[src/rtl/mm_feeder_2x2.sv]
// mm_feeder_2x2: operand feeder for the 2x2 systolic multiplier.
// Buffers a 2x2 A and a 2x2 B matrix, then streams A rows and B columns
// unskewed. After the stream it waits FLUSH_CYCLES idle cycles and then
// pulses done once the downstream products have settled.
//
// Ports:
//   clk, rst                 clock, async active-high reset
//   ld_valid/ld_ready        element write handshake (accepted in IDLE only)
//   ld_sel, ld_addr, ld_data matrix select (0=A,1=B), {row,col}, value
//   start                    begin streaming (sampled in IDLE only)
//   busy, done               run in progress / one-cycle completion pulse
//   a_row_*, b_col_*         streamed operands, each with a valid bit
module mm_feeder_2x2 #(
    parameter int WIDTH        = 32,
    parameter int FLUSH_CYCLES = 4
) (
    input  logic             clk,
    input  logic             rst,
    input  logic             ld_valid,
    output logic             ld_ready,
    input  logic             ld_sel,
    input  logic [1:0]       ld_addr,
    input  logic [WIDTH-1:0] ld_data,
    input  logic             start,
    output logic             busy,
    output logic             done,
    output logic [WIDTH-1:0] a_row_0,
    output logic             a_row_0_valid,
    output logic [WIDTH-1:0] a_row_1,
    output logic             a_row_1_valid,
    output logic [WIDTH-1:0] b_col_0,
    output logic             b_col_0_valid,
    output logic [WIDTH-1:0] b_col_1,
    output logic             b_col_1_valid
);

    localparam int CW = (FLUSH_CYCLES > 1) ? $clog2(FLUSH_CYCLES) : 1;
    localparam logic [CW-1:0] FLUSH_LOAD = CW'(FLUSH_CYCLES - 1);

    localparam logic [2:0] IDLE  = 3'd0;
    localparam logic [2:0] S0    = 3'd1;
    localparam logic [2:0] S1    = 3'd2;
    localparam logic [2:0] FLUSH = 3'd3;
    localparam logic [2:0] DONE  = 3'd4;

    logic [2:0]       state;
    logic [2:0]       nxt;
    logic [CW-1:0]    cnt;
    logic             vld;

    // Storage index = {sel,row,col}: 0..3 hold A, 4..7 hold B.
    logic [WIDTH-1:0] mem   [0:7];
    logic [WIDTH-1:0] mem_n [0:7];

    logic [WIDTH-1:0] a0_n;
    logic [WIDTH-1:0] a1_n;
    logic [WIDTH-1:0] b0_n;
    logic [WIDTH-1:0] b1_n;

    // Post-write view of storage; feeding the k=0 beat from it lets a
    // write on the same edge as start reach the stream.
    always_comb begin
        for (int i = 0; i < 8; i++) begin
            mem_n[i] = mem[i];
        end
        if (state == IDLE && ld_valid) begin
            mem_n[{ld_sel, ld_addr}] = ld_data;
        end
    end

    always_comb begin
        nxt = state;
        case (state)
            IDLE:    nxt = start ? S0 : IDLE;
            S0:      nxt = S1;
            S1:      nxt = FLUSH;
            FLUSH:   nxt = (cnt == '0) ? DONE : FLUSH;
            DONE:    nxt = IDLE;
            default: nxt = IDLE;
        endcase
    end

    always_comb begin
        a0_n = '0;
        a1_n = '0;
        b0_n = '0;
        b1_n = '0;
        if (nxt == S0) begin
            a0_n = mem_n[0];
            a1_n = mem_n[2];
            b0_n = mem_n[4];
            b1_n = mem_n[5];
        end else if (nxt == S1) begin
            a0_n = mem_n[1];
            a1_n = mem_n[3];
            b0_n = mem_n[6];
            b1_n = mem_n[7];
        end
    end

    always_ff @(posedge clk or posedge rst) begin
        if (rst) begin
            state    <= IDLE;
            cnt      <= '0;
            vld      <= 1'b0;
            busy     <= 1'b0;
            done     <= 1'b0;
            ld_ready <= 1'b1;
            a_row_0  <= '0;
            a_row_1  <= '0;
            b_col_0  <= '0;
            b_col_1  <= '0;
            for (int i = 0; i < 8; i++) begin
                mem[i] <= '0;
            end
        end else begin
            state <= nxt;
            for (int i = 0; i < 8; i++) begin
                mem[i] <= mem_n[i];
            end
            if (state == S1) begin
                cnt <= FLUSH_LOAD;
            end else if (state == FLUSH && cnt != '0) begin
                cnt <= cnt - 1'b1;
            end
            vld      <= (nxt == S0) || (nxt == S1);
            busy     <= (nxt != IDLE);
            done     <= (nxt == DONE);
            ld_ready <= (nxt == IDLE);
            a_row_0  <= a0_n;
            a_row_1  <= a1_n;
            b_col_0  <= b0_n;
            b_col_1  <= b1_n;
        end
    end

    assign a_row_0_valid = vld;
    assign a_row_1_valid = vld;
    assign b_col_0_valid = vld;
    assign b_col_1_valid = vld;

endmodule
[config.mk]
export PLATFORM = sky130hd
export DESIGN_NAME = mm_feeder_2x2
export DESIGN_NICKNAME = d
export VERILOG_FILES = /design/src/rtl/mm_feeder_2x2.sv
export SDC_FILE = /design/constraint.sdc
export NUM_CORES = 1
export LEC_CHECK = 0
export CORE_ASPECT_RATIO = 1.2
export CORE_UTILIZATION = 53
export DETAILED_ROUTE_END_ITERATION = 10
export MAX_ROUTING_LAYER = met4
export PLACE_DENSITY = 0.8
export SYNTH_ARGS = -nofsm -noshare
export SYNTH_HDL_FRONTEND = slang
export SYNTH_SLANG_ARGS = --single-unit
export TNS_END_PERCENT = 5
[constraint.sdc]
create_clock -name clk -period 37.7 [get_ports clk]
set_input_delay 3.77 -clock clk [delete_from_list [all_inputs] [get_ports clk]]
set_output_delay 3.77 -clock clk [all_outputs]
set_load 0.03 [all_outputs]
# --- After elaboration in Yosys (flattened, before gate mapping) ---
# Index checks and enable logic that the tools add are counted.
totals:
  register_bits: 393
  inputBits: 39
  output_inout_bits: 135
  word_cells: 55
classes:
  n_addsub: 1
  n_lt_le_gt_ge: 2
  n_eq_ne: 6
  n_mux: 17
  n_bitwise: 1
  n_reduce_logical: 10
op_table:
  columns: ["operator", "count"]
  rows:
  - ["2-to-1 mux 32 bit", 9]
  - ["bitwise mux 256 bit", 1]
  - ["2-to-1 mux 256 bit", 1]
  - ["demux 32 bit (select 3 bit)", 1]
  - ["case mux 3 bit (4 select lines)", 1]
  - ["== test 3 x 2 -> 1 bit (second input constant)", 3]
  - ["== test 3 x 1 -> 1 bit (second input constant)", 2]
  - ["logical NOT 3 bit", 2]
  - [">= comparator 4 bit (second input constant)", 1]
  - ["less-than comparator 4 x 1 -> 1 bit (second input constant)", 1]
  - ["2-to-1 mux 2 bit", 2]
  - ["inverter 3 -> 4 bit", 1]
  - ["nonzero test 2 bit", 2]
  - ["== test 3 bit (second input constant)", 1]
  - ["logical AND 1 bit", 3]
  - ["2-to-1 mux 3 bit", 1]
  - ["nonzero test 3 bit", 1]
  - ["logical NOT 2 bit", 1]
  - ["subtractor 2 x 1 -> 2 bit (second input constant)", 1]
  - ["logical OR 1 bit", 1]
  - ["2-to-1 mux 1 bit", 1]

# --- Depth between registers and ports, before layout ---
logic_depth:
  depth_word: 9
  mapped_depth: 7
  mapped_depth_nobuf: 5

# --- Worst setup path before layout ---
# Ideal clock, no wire load.
synth_path:
  path_type: "in2reg"
  from: "input port ld_sel"
  to: "register mem[115] (netlist name)"
  setup_ns: 0.128
  arrival_ns: 5.259
  required_ns: 37.572
  setup_slack_ns: 32.313
  path_stages: 7
  path_buffers: 4
  path_cell_list: "clkbuf_1 or3b_1 clkbuf_1 or2_1 buf_4 buf_6 mux2_1"
synth_lines:
  columns: ["item", "line_no", "rtl"]
  rows:
  - ["start, declared", "21", "input logic ld_sel,"]
  - ["end signal, assigned by index", "119", "mem[i] <= mem_n[i];"]
  - ["end, declared", "52", "logic [WIDTH-1:0] mem [0:7];"]

==> run summary <==
The tools report the latest clock arrival within the worst-skew pair as 0.54 ns. The standard-cell row count is 70. The run gives 5 as the total iterations of the first detailed-routing run. The final layout contains routed wiring with a total length of 37.97 mm. CTS placed an instance of clkbuf_16 at the clock tree root.

After clock tree synthesis, the setup repair step added 0 buffers. Buffers inserted during clock tree synthesis total 37. The power per standard cell area came out at 59.33 nW/um^2. For the post-route non-filler standard cell count, the log shows 1756. In this run the critical register-to-register path is captured at mem[205]. The number of different library cells used by synthesis comes to 32. Global-route usage over all layers: 0.2540. After layout, the design draws a total of 1.159 mW. Setup repair after global routing left no endpoint under its margin. The run gives 808 as the starting DRC count in detailed routing. The tools report the reg-to-reg critical path startpoint as state[0].

The pin count of the biggest net entering global routing is 180. Endpoint type of the worst setup path: a flop. The H-tree was split into 2 levels.

Counting cells, the worst reg-to-reg path comes to 3. Worst hold path endpoint: mem[38]. The global placement routability congestion is 0.7544. The die covers 31560 sq um.

The required time of the critical path was 38.10 ns. The run gives 8.784 nW as the standby leakage power. The measured slew at the worst slew-check pin works out to 1.196 ns. Dividing the detail-routed wire length by the instance count gives 21.62 um. The top cell family by delay on the critical path was simple AND/OR/NAND/NOR gates.

The min-delay analysis places its worst path in the category reg -> reg. For the final core utilization, the log shows 0.6425. In this run the mean area of a mapped cell was 13.42 sq um. The longest clock path from root to sink contains 3 buffers. The number of fillers in the final layout came out at 2180. Slowest library cell on the worst path: nand3_2.

The cell count after synthesis was 1218; the initial cell density of the core was 0.5380. Setup violations remaining at the end of the flow were counted as 0. The worst register-to-register path has a setup slack of 34.56 ns.

Using the TritonRoute via totals, the vias-per-cell ratio works out to 6.028. Number of enable-type register cells in the synthesized netlist: 0. The run gives 0 as the count of pins over their slew limit. Counting flops and latches in the post-synthesis netlist gives 393. After clock tree synthesis, the clock-pin slew on the worst setup and hold paths is 0.06 ns.

The growth of design area from synthesis to finish was 19.43%; the post-placement cell count was 1686. The critical path launch point type was an input pin. The initial antenna violation count was 2. The run gives 18190 sq um as the cell area after placement. The total negative slack for setup checks came out at 0 ns. First-pass GRT wire length: 60.87 mm. For this run the aggregate overflow at the end of global routing stands at 0.

The count of nets left with antenna violations after detail routing is 0, and the post-synth design cell area is 16350 sq um. The primary flip-flop cell chosen by synthesis mapping was dfrtp_1. Clock skew on the completed layout was measured at 0.02389 ns.

The die is 194.4 um tall. The arrival time of the worst setup path is 6.68 ns, and the overall die width is 162.3 um. In this design, the stage delay of the slowest critical-path cell is 1.05 ns. The number of port buffers was 173. Post-cts hold buffer count: 0. The number of instances on the worst hold path was 1; the number of warnings issued by yosys was 0.

The share of the clock period used by the worst path after layout works out to 0.1665. The worst hold path begins at mem[38]. The relative slew slack was 0.2029; the fraction of registers with async set/reset was 1.000.

The floorplan core area was 30390 sq um. After legalization and detailed placement, the total HPWL measured 21.38 mm. IR analysis of the VDD net gives a maximum drop of 0.00004461 V. The number of global-route vias before repair was 10740; the fraction of layout instances using a drive strength above 1 was 0.2290. The final critical delay including setup and external delays came out at 6.276 ns. Pin placement for this block handled 174 I/O pins.

The worst setup path is of the in -> reg kind. The clock sink total came out at 393. For the share of the yosys chip area belonging to registers, the log shows 0.6015. The number of buffer and inverter stages on the critical path was 1; the number of nets in the final layout was 1369.

The number of cells upsized or downsized after cts is 0. Tracing the worst setup path back leads to its startpoint at ld_valid. For the count of unresolved DRC violations after routing, the log shows 0. The detailed router placed 10590 vias in this run. The peak fanout along the critical path is 32.

The number of nets in the synthesized netlist is 1258. The flow ran to the end, and the final reports show no timing, DRC or antenna violations. The total of max-cap violations was 0.

The signal on the critical path passes through clkdlybuf4s50_1 > nor4b_1 > nand3_2 > mux2_2. The post-layout instance area came out at 19530 sq um. TritonCTS built the clock tree. The maximum clock frequency was 159.3 MHz. Number of failing hold endpoints at the final stage: 0.
-- cell families after synthesis --
group / synth area share
mux: 0.1951
compound gates: 0.1202
flops: 0.6015
buf+inv: 0.03344
simple gates: 0.04890
fa+ha+maj: 0.0007651
-- Yosys cell counts, types with 2 or more instances --
library cell  instances  share of area
or2_1                 4         0.0015
nor4b_1               2         0.0011
buf_2                14         0.0043
clkbuf_1             70          0.016
buf_1                11         0.0025
inv_1                 4        0.00092
mux2_2              142          0.098
nand3_1               2        0.00061
buf_6                10         0.0069
dfrtp_1             392           0.60
mux2_1               32          0.022
nor3b_1               2        0.00092
nor2_1                5         0.0011
buf_4                 6         0.0028
and4b_1               3         0.0018
mux2_4               82          0.075
or3b_1                2         0.0011
a31oi_1               2        0.00077
nor2b_1               2        0.00077
a21oi_1               3        0.00092
nand2_1             162          0.037
o211ai_1            256           0.12
-- per-layer routing --
| metal | global-route usage | vias up | wire (um) |
|---|---|---|---|
| li1 | - | 4657 | - |
| met5 | - | - | 0 |
| met4 | 0.1041 | 0 | 1367 |
| met3 | 0.04119 | 86 | 2068 |
| met1 | 0.3406 | 5478 | 16090 |
| met2 | 0.3859 | 364 | 18440 |
-- cells in the final DEF, fill, tap and decap left out, types with 2 or more instances in the layout --
master and instances:
mux2_1 32, buf_4 9, or3b_2 2, inv_1 3, dfrtp_1 392, clkbuf_8 6, and4b_1 2, mux2_4 82
clkdlybuf4s50_1 173, clkinvlp_4 3, mux2_2 142, diode_2 2, clkbuf_16 38, nor2b_1 2, bufinv_16 6, or2_4 4
nand2_1 162, clkinv_2 3, nor2_1 4, a31oi_1 2, o211ai_1 256, clkbuf_1 8, a21oi_1 3
-- through the flow --
step	worst slack (ns)	hold WS (ns)
after global routing	31.04	0.5129
after CTS	31.38	0.4912
after floorplan	23.01	0.4502
after global placement	30.88	0.4694
final	31.42	0.4917
after detailed placement	30.82	0.4756
-- report_power, final --
group          switching, mW  internal, mW  leakage [nW]
Clock                  0.163         0.241         0.643
Combinational          0.102         0.101          2.80
Sequential            0.0464         0.506          5.34
Total                  0.311         0.847          8.78
-- worst max path at each step --
stage                     cells after the start          to
after floorplan                               1  a_row_0[0]
after global placement                        4    mem[203]
after detailed placement                      4    mem[235]
after CTS                                     4    mem[105]
after global routing                          4    mem[105]
final                                         4    mem[205]
-- flip-flops by register name, summed over array words and instances, names as in the netlist --
signal / cells
state: 3
busy: 1
a_row_0: 32
ld_ready: 1
b_col_1: 32
b_col_0: 32
a_row_1: 32
a_row_0_valid: 1
cnt: 2
mem: 256
done: 1
-- layout make-up --
type                    count  area [sq um]  area share
flip-flops and latches    393          9836      0.5037
multi-input cells         710          6015      0.3080
repair buffers            183          1819     0.09316
clock buffers              52          1064     0.05446
well taps                 396         495.5     0.02537
clock inverters            16         271.5     0.01390
inverters                   4         22.52    0.001153
diodes                      2         5.005   0.0002563
No activity file was read; power rests on OpenSTA's default activity.
==> RTL change 1, RTL diff (same settings) <==
`FLUSH_CYCLES`: 4 -> 2.
--- a/src/rtl/mm_feeder_2x2.sv
+++ b/src/rtl/mm_feeder_2x2.sv
@@ -13,5 +13,5 @@
 module mm_feeder_2x2 #(
     parameter int WIDTH        = 32,
-    parameter int FLUSH_CYCLES = 4
+    parameter int FLUSH_CYCLES = 2
 ) (
     input  logic             clk,
Check against the original RTL: no difference found for any inputs over 4 cycles, from zero or initial values and one cycle with rst high; that may be too few to reach the edited logic, so the function may still have changed.
==> RTL change 1 against the unedited design <==
- synthesized area up 1.1%
- cell count increased by 5.9%
- design area increased by 0.63%
- routed wire length up 9.3%
- register-to-register slack lost 20 ps
- worst setup slack gained 10 ps
- via count is 10% higher
- sequential cell count is 1 lower
- largest cell class unchanged
- highest routed layer unchanged
Power is not compared: it rests on default switching activity, and its combinational part moved more than twofold at a synthesized area within 25%.
==> RTL change 1: results (changes against the unedited design) <==
Placed design
  • Placed wire-length estimate: 24300 microns (+14%)

Global route
  • Vias in the first global route: 11.9k (+10%)
  • Initial antenna violation count: 0 (-2)
  • GRT Total Usage: 27.6% (+2.1 points)

Critical path
  • Crit Path Max Fanout: 52 (+63%)
  • RR Endpoint: mem[136]
  • R2R setup slack: 34540 ps (-20 ps)
  • R2R depth: 5 (+2)

Drt
  • Total wire length: 41500 microns (+9.3%)
  • Met2 Wirelength: 20900 microns (+13%)
  • Drt pass-1 iters: 8 (+3)
  • Initial DRC Count: 1096 (+36%)
  • Routed len/inst: 22.3 microns (+3.2%)
  • Vias per std cell: 6.28 (+4.3%)

Timing
  • Setup Skew: 8.53 ps (-15.4 ps)
  • Max-slew headroom: 32.5% (+12 points)

Synth
  • Syn avg cell area: 12.1 sq um (-9.8%)
  • Netlist cell types: 33 (+3.1%)
  • Largest cells by area after synthesis: dfrtp_1, mux2_2, o211ai_1
  • Warnings from Yosys: 0 (unchanged)
  • Syn Nets: 1404 (+12%)
  • Synth Area in Adders: 0% (-0.077 points)
  • Sequential share of the synthesized area: 59.3% (-0.81 points)
  • Mux cell area share after synthesis: 17.4% (-2.1 points)

Finish
  • Max reg flops: 256 (unchanged)
  • Filler cell count: 2225 (+2.1%)
  • N_diodes: 0 (-2)
  • Share of cells above drive strength 1: 21.9% (-0.98 points)
  • Area of the multi-input gates: 0.00607 sq mm (+0.92%)
  • Final nets: 1473 (+7.6%)

Run status
  • Status: finished clean

Clock tree
  • TritonCTS Buffers: 38 (+2.7%)
[RTL change 1: cell count changes after synthesis, moves of 29 or more]
cell | before | now
nand3_1 | 2 | 130
nand4_1 | 0 | 128
o211ai_1 | 256 | 128
nand2_1 | 162 | 133
mux2_2 | 142 | 220
mux2_4 | 82 | 0
clkbuf_1 | 70 | 121
[RTL change 1: worst min path at each step]
stage	from	to	slack, ps	cells after the start
after floorplan	cnt	cnt	440	2
after global placement	cnt	cnt	460	2
after detailed placement	mem[35]	b_col_0[3]	460	2
after CTS	mem[131]	a_row_1[3]	480	2
after global routing	mem[1]	mem[1]	500	1
final	mem[157]	a_row_1[29]	480	2
[RTL change 1: cells by family after synthesis]
family	Yosys count
AO/OA/AOI/OAI	130
buffers and inverters	167
flip-flops	392
multiplexers	256
AND/OR/NAND/NOR	420
[RTL change 1: power by group through the flow]
| stage | clock [mW] | sequential [mW] | combinational [mW] |
|---|---|---|---|
| final | 0.403 | 0.649 | 0.456 |
| after global routing | 0.427 | 0.666 | 0.484 |
| after CTS | 0.409 | 0.649 | 0.456 |
| after detailed placement | 0 | 0.654 | 0.453 |
| after global placement | 0 | 0.646 | 0.442 |
| after floorplan | 0 | 0.716 | 0.223 |
[RTL change 1: worst max-delay path: stages]
cell,delay (ps)
clkdlybuf4s50_1,500
nor4b_4,190
buf_4,540
nand4b_1,770
buf_4,520
mux2_2,320
[RTL change 1: metrics by stage]
step	total power [mW]	setup WS, ps
2_1_floorplan	0.939	23030
3_3_place_gp	1.09	30870
3_5_place_dp	1.11	30790
4_1_cts	1.51	31340
5_1_grt	1.58	30970
6_report	1.51	31430
[RTL change 1: metal layers]
metal  up-vias  GRT usage (%)
li1       5075              -
met2       503           43.2
met5         -              -
met1      6003           35.1
met3       108           4.29
met4         0           13.0
[RTL change 1: cell type report]
type | instances | area share, %
Clock buffer | 58 | 6.11
Clock inverter | 12 | 0.828
Inverter | 3 | 0.0955
Multi-Input combinational cell | 806 | 30.9
Sequential cell | 392 | 49.9
Tap cell | 396 | 2.52
Timing Repair Buffer | 193 | 9.64
==> RTL change 2, RTL diff (same settings) <==
Made on the original files. Reset style: synchronous (`rst`), changed in one clocked block. Comments in the files are not updated.
--- a/src/rtl/mm_feeder_2x2.sv
+++ b/src/rtl/mm_feeder_2x2.sv
@@ -99,5 +99,5 @@
     end
 
-    always_ff @(posedge clk or posedge rst) begin
+    always_ff @(posedge clk) begin
         if (rst) begin
             state    <= IDLE;
Behaviour: differs if rst is asserted again (counterexample within 4 cycles, from zero or initial values and one cycle with rst high); with rst held inactive, the same outputs for 4 cycles.
==> RTL change 2 against the unedited design <==
- global-route usage increased by 10 points
- power decreased by 23%
- synthesized cell count increased by 68%
- combinational power decreased by 46%
- register-to-register slack got worse by 480 ps
- synthesized area increased by 1.1%
- design area decreased by 2.3%
- sequential cell count unchanged
- hold slack got worse by 43 ps
- maximum frequency decreased by 6.5%
- clock skew decreased by 16 ps
- routed wire length increased by 50%
- worst setup slack got worse by 440 ps
- critical endpoint is now a_row_1[5]
- largest power group unchanged
==> RTL change 2: results (changes against the unedited design) <==
Global route
  • Met2 usage: 50.8% (+12 points)
  • GRT Total Usage: 35.8% (+10 points)
  • Met1 usage: 47.9% (+14 points)
  • Vias in the first global route: 14.8k (+37%)
  • Met3 Track Usage GR: 5.82% (+1.7 points)
  • Largest net degree at the start of global routing: 266 (+48%)
  • First-pass GRT wire length: 86900 microns (+43%)

Power and ir drop
  • Power Total: 0.897 mW (-23%)
  • Static Leakage: 6.22 nW (-29%)
  • Combinational power: 0.109 mW (-46%)
  • Sw frac: 27.8% (+0.96 points)
  • Clock Power: 0.360 mW (-11%)
  • Peak VDD IR: 0.0315 mV (-29%)

Drt
  • Initial DRC Count: 2513 (+210%)
  • WL met1: 21500 microns (+34%)
  • Total wire length: 56800 microns (+50%)

Clock tree
  • Worst skew pair latency: 520 ps (-20 ps)

Synth
  • Largest cells by area after synthesis: dfxtp_1, nand3_1, o21ai_0
  • Sequential share of the synthesized area: 47.6% (-13 points)
  • Dominant synthesized flop cell: dfxtp_1
  • FFs w/ async S/R, synth: 0% (-100 points)
  • Syn Nets: 2087 (+66%)
  • Syn avg cell area: 8.07 sq um (-40%)

Critical path
  • CP max-delay cell: buf_4

Finish
  • Share of cells above drive strength 1: 5.50% (-17 points)
  • Final nets: 2041 (+49%)

Run status
  • Status: finished clean

Placed design
  • Inst Count DP: 2358 (+40%)
## RTL change 2: path summary, 6_finish.rpt
| kind | startpoint | slack (ps) | depth (start not counted) | to |
|---|---|---|---|---|
| worst max-delay path | rst | 30980 | 7 | a_row_1[5] |
| worst min-delay path | mem[0][58] | 450 | 2 | a_row_0[26] |
| worst max register to register | state[2] | 34080 | 6 | b_col_1[3] |
| worst min register to register | mem[0][58] | 450 | 2 | a_row_0[26] |
## RTL change 2: cells by family (layout without fill, tap and decap cells)
family                   Yosys count  after routing
AO/OA/AOI/OAI                    649            649
flip-flops                       393            393
buffers and inverters            303            276
adder cells (fa/ha/maj)            1              1
other                              0              2
AND/OR/NAND/NOR                  701            701
## RTL change 2: layout make-up
type | instances | area [sq um]
repair buffers | 213 | 2060
fillers | 2590 | 11500
multi-input cells | 1351 | 7500
clock buffers | 54 | 1080
diodes | 2 | 5.00
well taps | 396 | 495
flip-flops and latches | 393 | 7870
inverters | 5 | 18.8
clock inverters | 4 | 45.0
